<file path="src/rtl/lbdr_dr.sv">
// LBDR routing unit with deroute fallback and packet route locking.
// Routes a header once, holds the route for its payload, releases on tail.
module lbdr_dr #(
  parameter int COORD_W = 2,
  parameter int FID_W = 3,
  parameter logic [FID_W-1:0] HDR_ID = FID_W'(1),
  parameter logic [FID_W-1:0] TAIL_ID = FID_W'(4)
) (
  input  logic clk,
  input  logic rst,
  input  logic [7:0] cfg_rxy,
  input  logic [3:0] cfg_cx,
  input  logic [1:0] cfg_dr,
  input  logic [2*COORD_W-1:0] cfg_addr,
  input  logic valid_in,
  input  logic [FID_W-1:0] flit_id,
  input  logic [2*COORD_W-1:0] dst_addr,
  output logic [4:0] port,
  output logic busy,
  output logic derouted,
  output logic err_unroutable,
  output logic err_proto
);

  typedef enum logic {IDLE, LOCKED} state_t;

  state_t state, state_nx;

  logic [7:0] rxy;
  logic [3:0] cx;
  logic [1:0] dr;
  logic [2*COORD_W-1:0] addr;

  logic [COORD_W-1:0] x_cur, y_cur, x_dst, y_dst;
  logic n, s, e, w;
  logic min_n, min_e, min_w, min_s;
  logic local_hit;
  logic [3:0] dr_oh;
  logic dr_ok;
  logic [4:0] rt_port;
  logic rt_der, rt_bad;

  logic [4:0] port_nx;
  logic der_nx, unr_nx, perr_nx;
  logic is_hdr, is_tail;

  // Configuration is only sampled while the block is held in reset
  always_ff @(posedge clk) begin
    if (rst) begin
      rxy <= cfg_rxy;
      cx <= cfg_cx;
      dr <= cfg_dr;
      addr <= cfg_addr;
    end
  end

  assign x_cur = addr[COORD_W-1:0];
  assign y_cur = addr[2*COORD_W-1:COORD_W];
  assign x_dst = dst_addr[COORD_W-1:0];
  assign y_dst = dst_addr[2*COORD_W-1:COORD_W];

  assign n = y_dst < y_cur;
  assign s = y_cur < y_dst;
  assign e = x_cur < x_dst;
  assign w = x_dst < x_cur;

  assign min_n = ((n & ~e & ~w) | (n & e & rxy[0]) | (n & w & rxy[1])) & cx[0];
  assign min_e = ((e & ~n & ~s) | (e & n & rxy[2]) | (e & s & rxy[3])) & cx[1];
  assign min_w = ((w & ~n & ~s) | (w & n & rxy[4]) | (w & s & rxy[5])) & cx[2];
  assign min_s = ((s & ~e & ~w) | (s & e & rxy[6]) | (s & w & rxy[7])) & cx[3];

  assign local_hit = ~n & ~e & ~w & ~s;

  // Deroute port as a one-hot in {S,W,E,N} order, aligned with cx
  always_comb begin
    dr_oh = 4'b0000;
    unique case (dr)
      2'd0: dr_oh = 4'b0001;
      2'd1: dr_oh = 4'b0010;
      2'd2: dr_oh = 4'b0100;
      2'd3: dr_oh = 4'b1000;
      default: dr_oh = 4'b0000;
    endcase
  end

  assign dr_ok = |(dr_oh & cx);

  // Route selection: local wins, then minimal set, then deroute
  always_comb begin
    rt_port = 5'b00000;
    rt_der = 1'b0;
    rt_bad = 1'b0;
    if (local_hit) begin
      rt_port = 5'b10000;
    end else if (min_n | min_e | min_w | min_s) begin
      rt_port = {1'b0, min_s, min_w, min_e, min_n};
    end else if (dr_ok) begin
      rt_port = {1'b0, dr_oh};
      rt_der = 1'b1;
    end else begin
      rt_bad = 1'b1;
    end
  end

  assign is_hdr = valid_in && (flit_id == HDR_ID);
  assign is_tail = valid_in && (flit_id == TAIL_ID);

  // Packet FSM: lock on header, hold on payload, release on tail
  always_comb begin
    state_nx = state;
    port_nx = port;
    der_nx = derouted;
    unr_nx = 1'b0;
    perr_nx = err_proto;
    unique case (state)
      IDLE: begin
        if (is_hdr) begin
          if (rt_bad) begin
            unr_nx = 1'b1;
          end else begin
            port_nx = rt_port;
            der_nx = rt_der;
            state_nx = LOCKED;
          end
        end else if (valid_in) begin
          perr_nx = 1'b1;
        end
      end
      LOCKED: begin
        if (is_hdr) begin
          perr_nx = 1'b1;
          port_nx = rt_port;
          der_nx = rt_der;
          unr_nx = rt_bad;
        end else if (is_tail) begin
          port_nx = 5'b00000;
          der_nx = 1'b0;
          state_nx = IDLE;
        end
      end
      default: state_nx = IDLE;
    endcase
  end

  // State and registered outputs
  always_ff @(posedge clk) begin
    if (rst) begin
      state <= IDLE;
      port <= 5'b00000;
      derouted <= 1'b0;
      err_unroutable <= 1'b0;
      err_proto <= 1'b0;
    end else begin
      state <= state_nx;
      port <= port_nx;
      derouted <= der_nx;
      err_unroutable <= unr_nx;
      err_proto <= perr_nx;
    end
  end

  assign busy = (state == LOCKED);

endmodule

</file>
<file path="config.mk">
export PLATFORM = sky130hd
export DESIGN_NAME = lbdr_dr
export DESIGN_NICKNAME = d
export VERILOG_FILES = /design/src/rtl/lbdr_dr.sv
export SDC_FILE = /design/constraint.sdc
export NUM_CORES = 1
export LEC_CHECK = 0
export CAP_MARGIN = 20
export CORE_ASPECT_RATIO = 1.2
export CORE_MARGIN = 3
export CORE_UTILIZATION = 30
export CTS_BUF_LIST = sky130_fd_sc_hd__clkbuf_4 sky130_fd_sc_hd__clkbuf_8
export CTS_CLUSTER_SIZE = 16
export DETAILED_ROUTE_END_ITERATION = 6
export GPL_ROUTABILITY_DRIVEN = 1
export SETUP_SLACK_MARGIN = 0.4
export SLEW_MARGIN = 15
export SYNTH_ARGS = -nofsm -noshare
export SYNTH_HDL_FRONTEND = slang
export SYNTH_SLANG_ARGS = --single-unit
export TNS_END_PERCENT = 100
</file>
<file path="constraint.sdc">
create_clock -name clk -period 5.6 [get_ports clk]
set_input_delay 0.84 -clock clk [delete_from_list [all_inputs] [get_ports clk]]
set_output_delay 0.84 -clock clk [all_outputs]
set_load 0.005 [all_outputs]
</file>
Yosys cells after proc, flatten, opt, wreduce, memory -nomap -nowiden

Index checks and enable logic that the tools add are counted.

Logic and storage cells: 107
Bits of input ports: 28
Flip-flop bits (word level): 27

Order comparisons: 4
Mux-type cells: 33
Equality and inequality tests: 11
Reduce and logical (&&, ||, !) cells: 6
Bitwise operators: 44

Operator list:

| operator                                               | count |
|---|---|
| bitwise AND 1 bit                                      | 27 |
| two-way mux 5 bit                                      | 5 |
| two-way mux 1 bit                                      | 20 |
| case mux 4 bit (4 select lines)                        | 1 |
| bitwise OR 1 bit                                       | 11 |
| case mux 5 bit (2 select lines)                        | 1 |
| less-than comparator 2 bit                             | 4 |
| two-way mux 4 bit                                      | 2 |
| inequality test 2 bit (second input constant)          | 4 |
| case mux 1 bit (2 select lines)                        | 4 |
| AND reduction 3 bit                                    | 2 |
| NOT 1 bit                                              | 5 |
| bitwise AND 4 bit                                      | 1 |
| == test 2 bit (second input constant)                  | 2 |
| OR reduction 4 bit                                     | 1 |
| == test 3 x 1 -> 1 bit (second input constant)         | 1 |
| == test 3 bit (second input constant)                  | 1 |
| inequality test 3 x 1 -> 1 bit (second input constant) | 1 |
| == test 2 x 1 -> 1 bit (second input constant)         | 1 |
| logical AND 1 bit                                      | 2 |
| logical NOT 2 bit                                      | 1 |
| inequality test 2 x 1 -> 1 bit (second input constant) | 1 |

Logic depth before layout (Yosys ltp)

Word-level depth: 15
Mapped depth: 8
Depth with buffers taken out: 8

Worst setup path after synthesis

No wires, ideal clock.

Path kind: input to register
Start: in dst_addr[1]
End: reg port[0]
Cell stages on the path: 7
Path slack: 2.830 ns
Required time: 5.479 ns
Data arrival time: 2.648 ns
Path buffers: 0
Cell sequence: ha_1 -> nor2b_4 -> or3_2 -> o2111ai_1 -> and4b_4 -> a31o_4 -> mux2_4

Word-level cells in the longest chain between the ends: 15
Elaborated cells on any way between the ends: 52

RTL lines:

| item                            | RTL line   | source |
|---|---|---|
| start, declared                 | 17         | `input logic [2*COORD_W-1:0] dst_addr,` |
| less-than comparator 2 bit      | 64         | `assign e = x_cur < x_dst;` |
| NOT 1 bit                       | 67, 70, 72 |  |
| bitwise AND 1 bit (2 in a row)  | 67         | `assign min_n = ((n & ~e & ~w) \| (n & e & rxy[0]) \| (n & w & rxy[1])) & cx[0];` |
| bitwise OR 1 bit (2 in a row)   | 67         |  |
| bitwise AND 1 bit               | 67         |  |
| bitwise OR 1 bit (3 in a row)   | 95         | `end else if (min_n \| min_e \| min_w \| min_s) begin` |
| two-way mux 4 bit               | 95         |  |
| two-way mux 5 bit               | 93         | `if (local_hit) begin` |
| two-way mux 5 bit               | 118        | `if (rt_bad) begin` |
| two-way mux 5 bit               | 117        | `if (is_hdr) begin` |
| case mux 5 bit (2 select lines) | 115        | `unique case (state)` |
| end signal, assigned            | 155        | `port <= port_nx;` |
| end, declared                   | 18         | `output logic [4:0] port,` |

Several ways; a longest one is shown, not always the timed one. The select of a mux whose other input is x is not followed.
A chain may end at the register's enable or synchronous reset.

Worst setup path in the final report

Start: in dst_addr[3]
End: reg port[1]

Word-level cells in the longest chain between the ends: 15
Elaborated cells on any way between the ends: 52

RTL lines:

| item                            | RTL line   | source |
|---|---|---|
| less-than comparator 2 bit      | 62         | `assign n = y_dst < y_cur;` |
| NOT 1 bit                       | 68, 69, 72 |  |
| bitwise AND 1 bit (2 in a row)  | 68         | `assign min_e = ((e & ~n & ~s) \| (e & n & rxy[2]) \| (e & s & rxy[3])) & cx[1];` |
| bitwise OR 1 bit (2 in a row)   | 68         |  |
| bitwise AND 1 bit               | 68         |  |
| bitwise OR 1 bit (3 in a row)   | 95         |  |
| two-way mux 4 bit               | 95         |  |
| two-way mux 5 bit               | 93         |  |
| two-way mux 5 bit               | 118        |  |
| two-way mux 5 bit               | 117        |  |
| case mux 5 bit (2 select lines) | 115        |  |

Several ways; a longest one is shown, not always the timed one. The select of a mux whose other input is x is not followed.

==> flow_metrics.tcl <==
set metrics [dict create \
    synth_top_cell_area_share 0.3826 \
    cts_resized 0 \
    crit_end "port[1]" \
    critPathLaunch "dst_addr[3]" \
    critPathLaunchType "input pin" \
    swShare 0.2501 \
    io_pins 37 \
    max_stage_delay_ns 0.45 \
    yosysSeqAreaShare 0.5102 \
    root_buffer "clkbuf_8" \
    initial_core_util 0.3217 \
    power.internal_uw 328.0 \
    cts_setup_buffers 0 \
    r2r_start "addr[1]" \
    p_comb_frac 0.216 \
    cap_violations 0 \
    ys_ff_latch 27 \
    area_delta_synth_final_pct 33.92 \
    dieArea_um2 5572 \
    path_cells "clkdlybuf4s50_1 -> inv_1 -> ha_1 -> nor2b_2 -> nor2_1 -> o2111ai_1 -> and4b_4 -> a31o_4 -> mux2_4" \
    total_leakage_power_uw 0.0007096 \
    multi_input_area_um2 656.9 \
    synth_area_leaders "edfxtp_1 (38%), dfxtp_1 (13%), ha_1 (5.3%)" \
    syn-cell-area_um2 1413 \
    slew_headroom 0.7290 \
    antenna_cells 0 \
    cp_slowest_cell "clkdlybuf4s50_1" \
    rsz0062_at_grt "no" \
    drt_first_pass_iters 4 \
    powerDensity_nw_per_um2 231.2 \
    setup_viol 0 \
    holdBufCountCts 0 \
    final.setup.tns_ns 0 \
    period_needed_ns 3.066 \
    grt_overflow 0 \
    reg2reg_depth 8 \
    cts_made_buffers 3 \
    worst_pin_slew_ns 0.4061 \
    antenna_found_initial 0 \
    grt_pass1_wl_mm 4.519 \
    slew_viol_final 0 \
    timing.rr.end "port[1]" \
    power_frac_clock 0.249 \
    post-dp-hpwl_mm 2.274 \
    holdCritPathClass "register to register" \
    drive_gt1_frac 0.1438 \
    yosys.area.top_type "edfxtp_1" \
    track_usage 0.1086 \
    clock_latency_ns 0.27 \
    clkSinkCount 27 \
    ant_nets 0 \
    ys_async_sr_fraction 0 \
    r2r_slack_ns 3.18 \
    cts_tree "yes" \
    wl_mm 2.846 \
    cp-end-kind "register" \
    wl_per_cell_um 13.18 \
    ys.flop_type "edfxtp_1" \
    dieWidth_um 68.64 \
    avgSynthCellArea_um2 11.77 \
    synth_edf_count 18 \
    drt_iter0_drc 15 \
    skew_ns 0.006486 \
    layout_commonest_cell "clkdlybuf4s50_1" \
    critPathKind "input pin to register" \
    period_share 0.5475 \
    die_h_um 81.17 \
    grt_pass1_vias 1054 \
    peakVddDrop_mv 0.08266 \
    remaining_drc_errors 0 \
    power_switching_uw 109.4 \
    routed-via-count 1089 \
    placement.io_buffers 36 \
    cp.arrival_ns 3.23 \
    critPathMaxFanout 6 \
    regArea_um2 720.7 \
    layout_common_cells "clkdlybuf4s50_1 (36), edfxtp_1 (18), dfxtp_1 (9)" \
    nets 195 \
    cts_buffer_depth 2 \
    fp-row-count 26 \
    fillers 442 \
    hold_viol 0 \
    fmax_mhz 326.1 \
    htree_num_levels 1 \
    synth_nets 154 \
    core-area_um2 4392 \
    syn_inst 120 \
    yosysWarnings 0 \
    worstPathRequired_ns 5.76 \
    utilization 0.4308 \
    synth_cell_types 44 \
    grt_start_max_net_pins 31 \
    gp_congestion 0.9183 \
    via_per_inst 5.042 \
    clk_pin_slew_ns 0.09 \
    p_seq_frac 0.535 \
    status "finished, final reports clean" \
]
## through the flow
stage / instance area, um2 / power (uW) / instances / hold WS, ns / worst slack (ns)
after floorplan: 1413 / 292.3 / 120 / 0.4611 / 2.830
after global placement: 1846 / 330.5 / 212 / 0.4545 / 2.290
after detailed placement: 1846 / 332.8 / 212 / 0.4705 / 2.263
after CTS: 1892 / 443.3 / 216 / 0.4940 / 2.550
after global routing: 1892 / 462.8 / 216 / 0.5354 / 2.372
final: 1892 / 437.4 / 216 / 0.4794 / 2.534
## how the worst min path moves through the flow
| stage | end | slack [ns] | from | cells after the start |
|---|---|---|---|---|
| 6_report | err_proto | 0.48 | err_proto | 2 |
| 5_1_grt | derouted | 0.54 | derouted | 2 |
| 4_1_cts | err_proto | 0.49 | err_proto | 2 |
| 3_5_place_dp | err_proto | 0.47 | err_proto | 2 |
| 3_3_place_gp | err_proto | 0.45 | err_proto | 2 |
| 2_1_floorplan | derouted | 0.46 | derouted | 2 |
## power by group through the flow
stage / registers (uW) / logic [uW] / clock network (uW)
after global routing: 236 / 103 / 124
after global placement: 239 / 91.9 / 0
after floorplan: 237 / 55.6 / 0
final: 234 / 94.3 / 109
after CTS: 234 / 94.6 / 114
after detailed placement: 239 / 93.9 / 0
## state kept, by name (all words and copies together), names as in the netlist
register        cells
addr                4
busy                1
cx                  4
derouted            1
dr                  2
err_proto           1
err_unroutable      1
port                5
rxy                 8
## kinds of logic (layout without fill, tap and decap cells)
family,after synthesis,after routing,share of synthesized area
AND/OR/NAND/NOR,47,47,0.2108
flip-flops,27,27,0.5102
AO/OA/AOI/OAI,25,25,0.1355
buffers and inverters,9,49,0.02480
adder cells (fa/ha/maj),6,6,0.05314
multiplexers,6,6,0.06555
## synth_stat cells (2+ instances only)
cell type / number
edfxtp_1: 18
nand2b_1: 2
and2b_1: 2
nand3_1: 3
o21ai_0: 3
nand4_1: 3
or3_2: 4
o41ai_1: 2
o2111ai_1: 2
nor2b_1: 4
nand2_1: 6
ha_1: 6
mux2_4: 4
a21oi_1: 8
nor2_1: 5
dfxtp_1: 9
nand3b_1: 2
inv_1: 8
nor3_1: 4
## cell type report
cell class	count	share of cell area
multi-input cells	84	0.3472
clock buffers	3	0.02183
repair buffers	37	0.1944
well taps	56	0.03704
inverters	8	0.01587
clock inverters	1	0.002646
flip-flops and latches	27	0.3810
## layer usage
metal / vias to the layer above / share of wire / global-route usage
met5: - / 0 / 0
met4: 0 / 0.025 / 0.05964
met3: 7 / 0.052 / 0.01660
met2: 26 / 0.54 / 0.2006
met1: 520 / 0.38 / 0.1132
li1: 536 / - / -
## worst max-delay path, delay by kind of cell
kind | cells | cell delay, ns
AND/OR/NAND/NOR | 3 | 0.73
AO/OA/AOI/OAI | 2 | 0.54
multiplexers | 1 | 0.30
adder cells (fa/ha/maj) | 1 | 0.33
buffers and inverters | 2 | 0.49
Note: power is estimated with default switching activity, not from simulation.
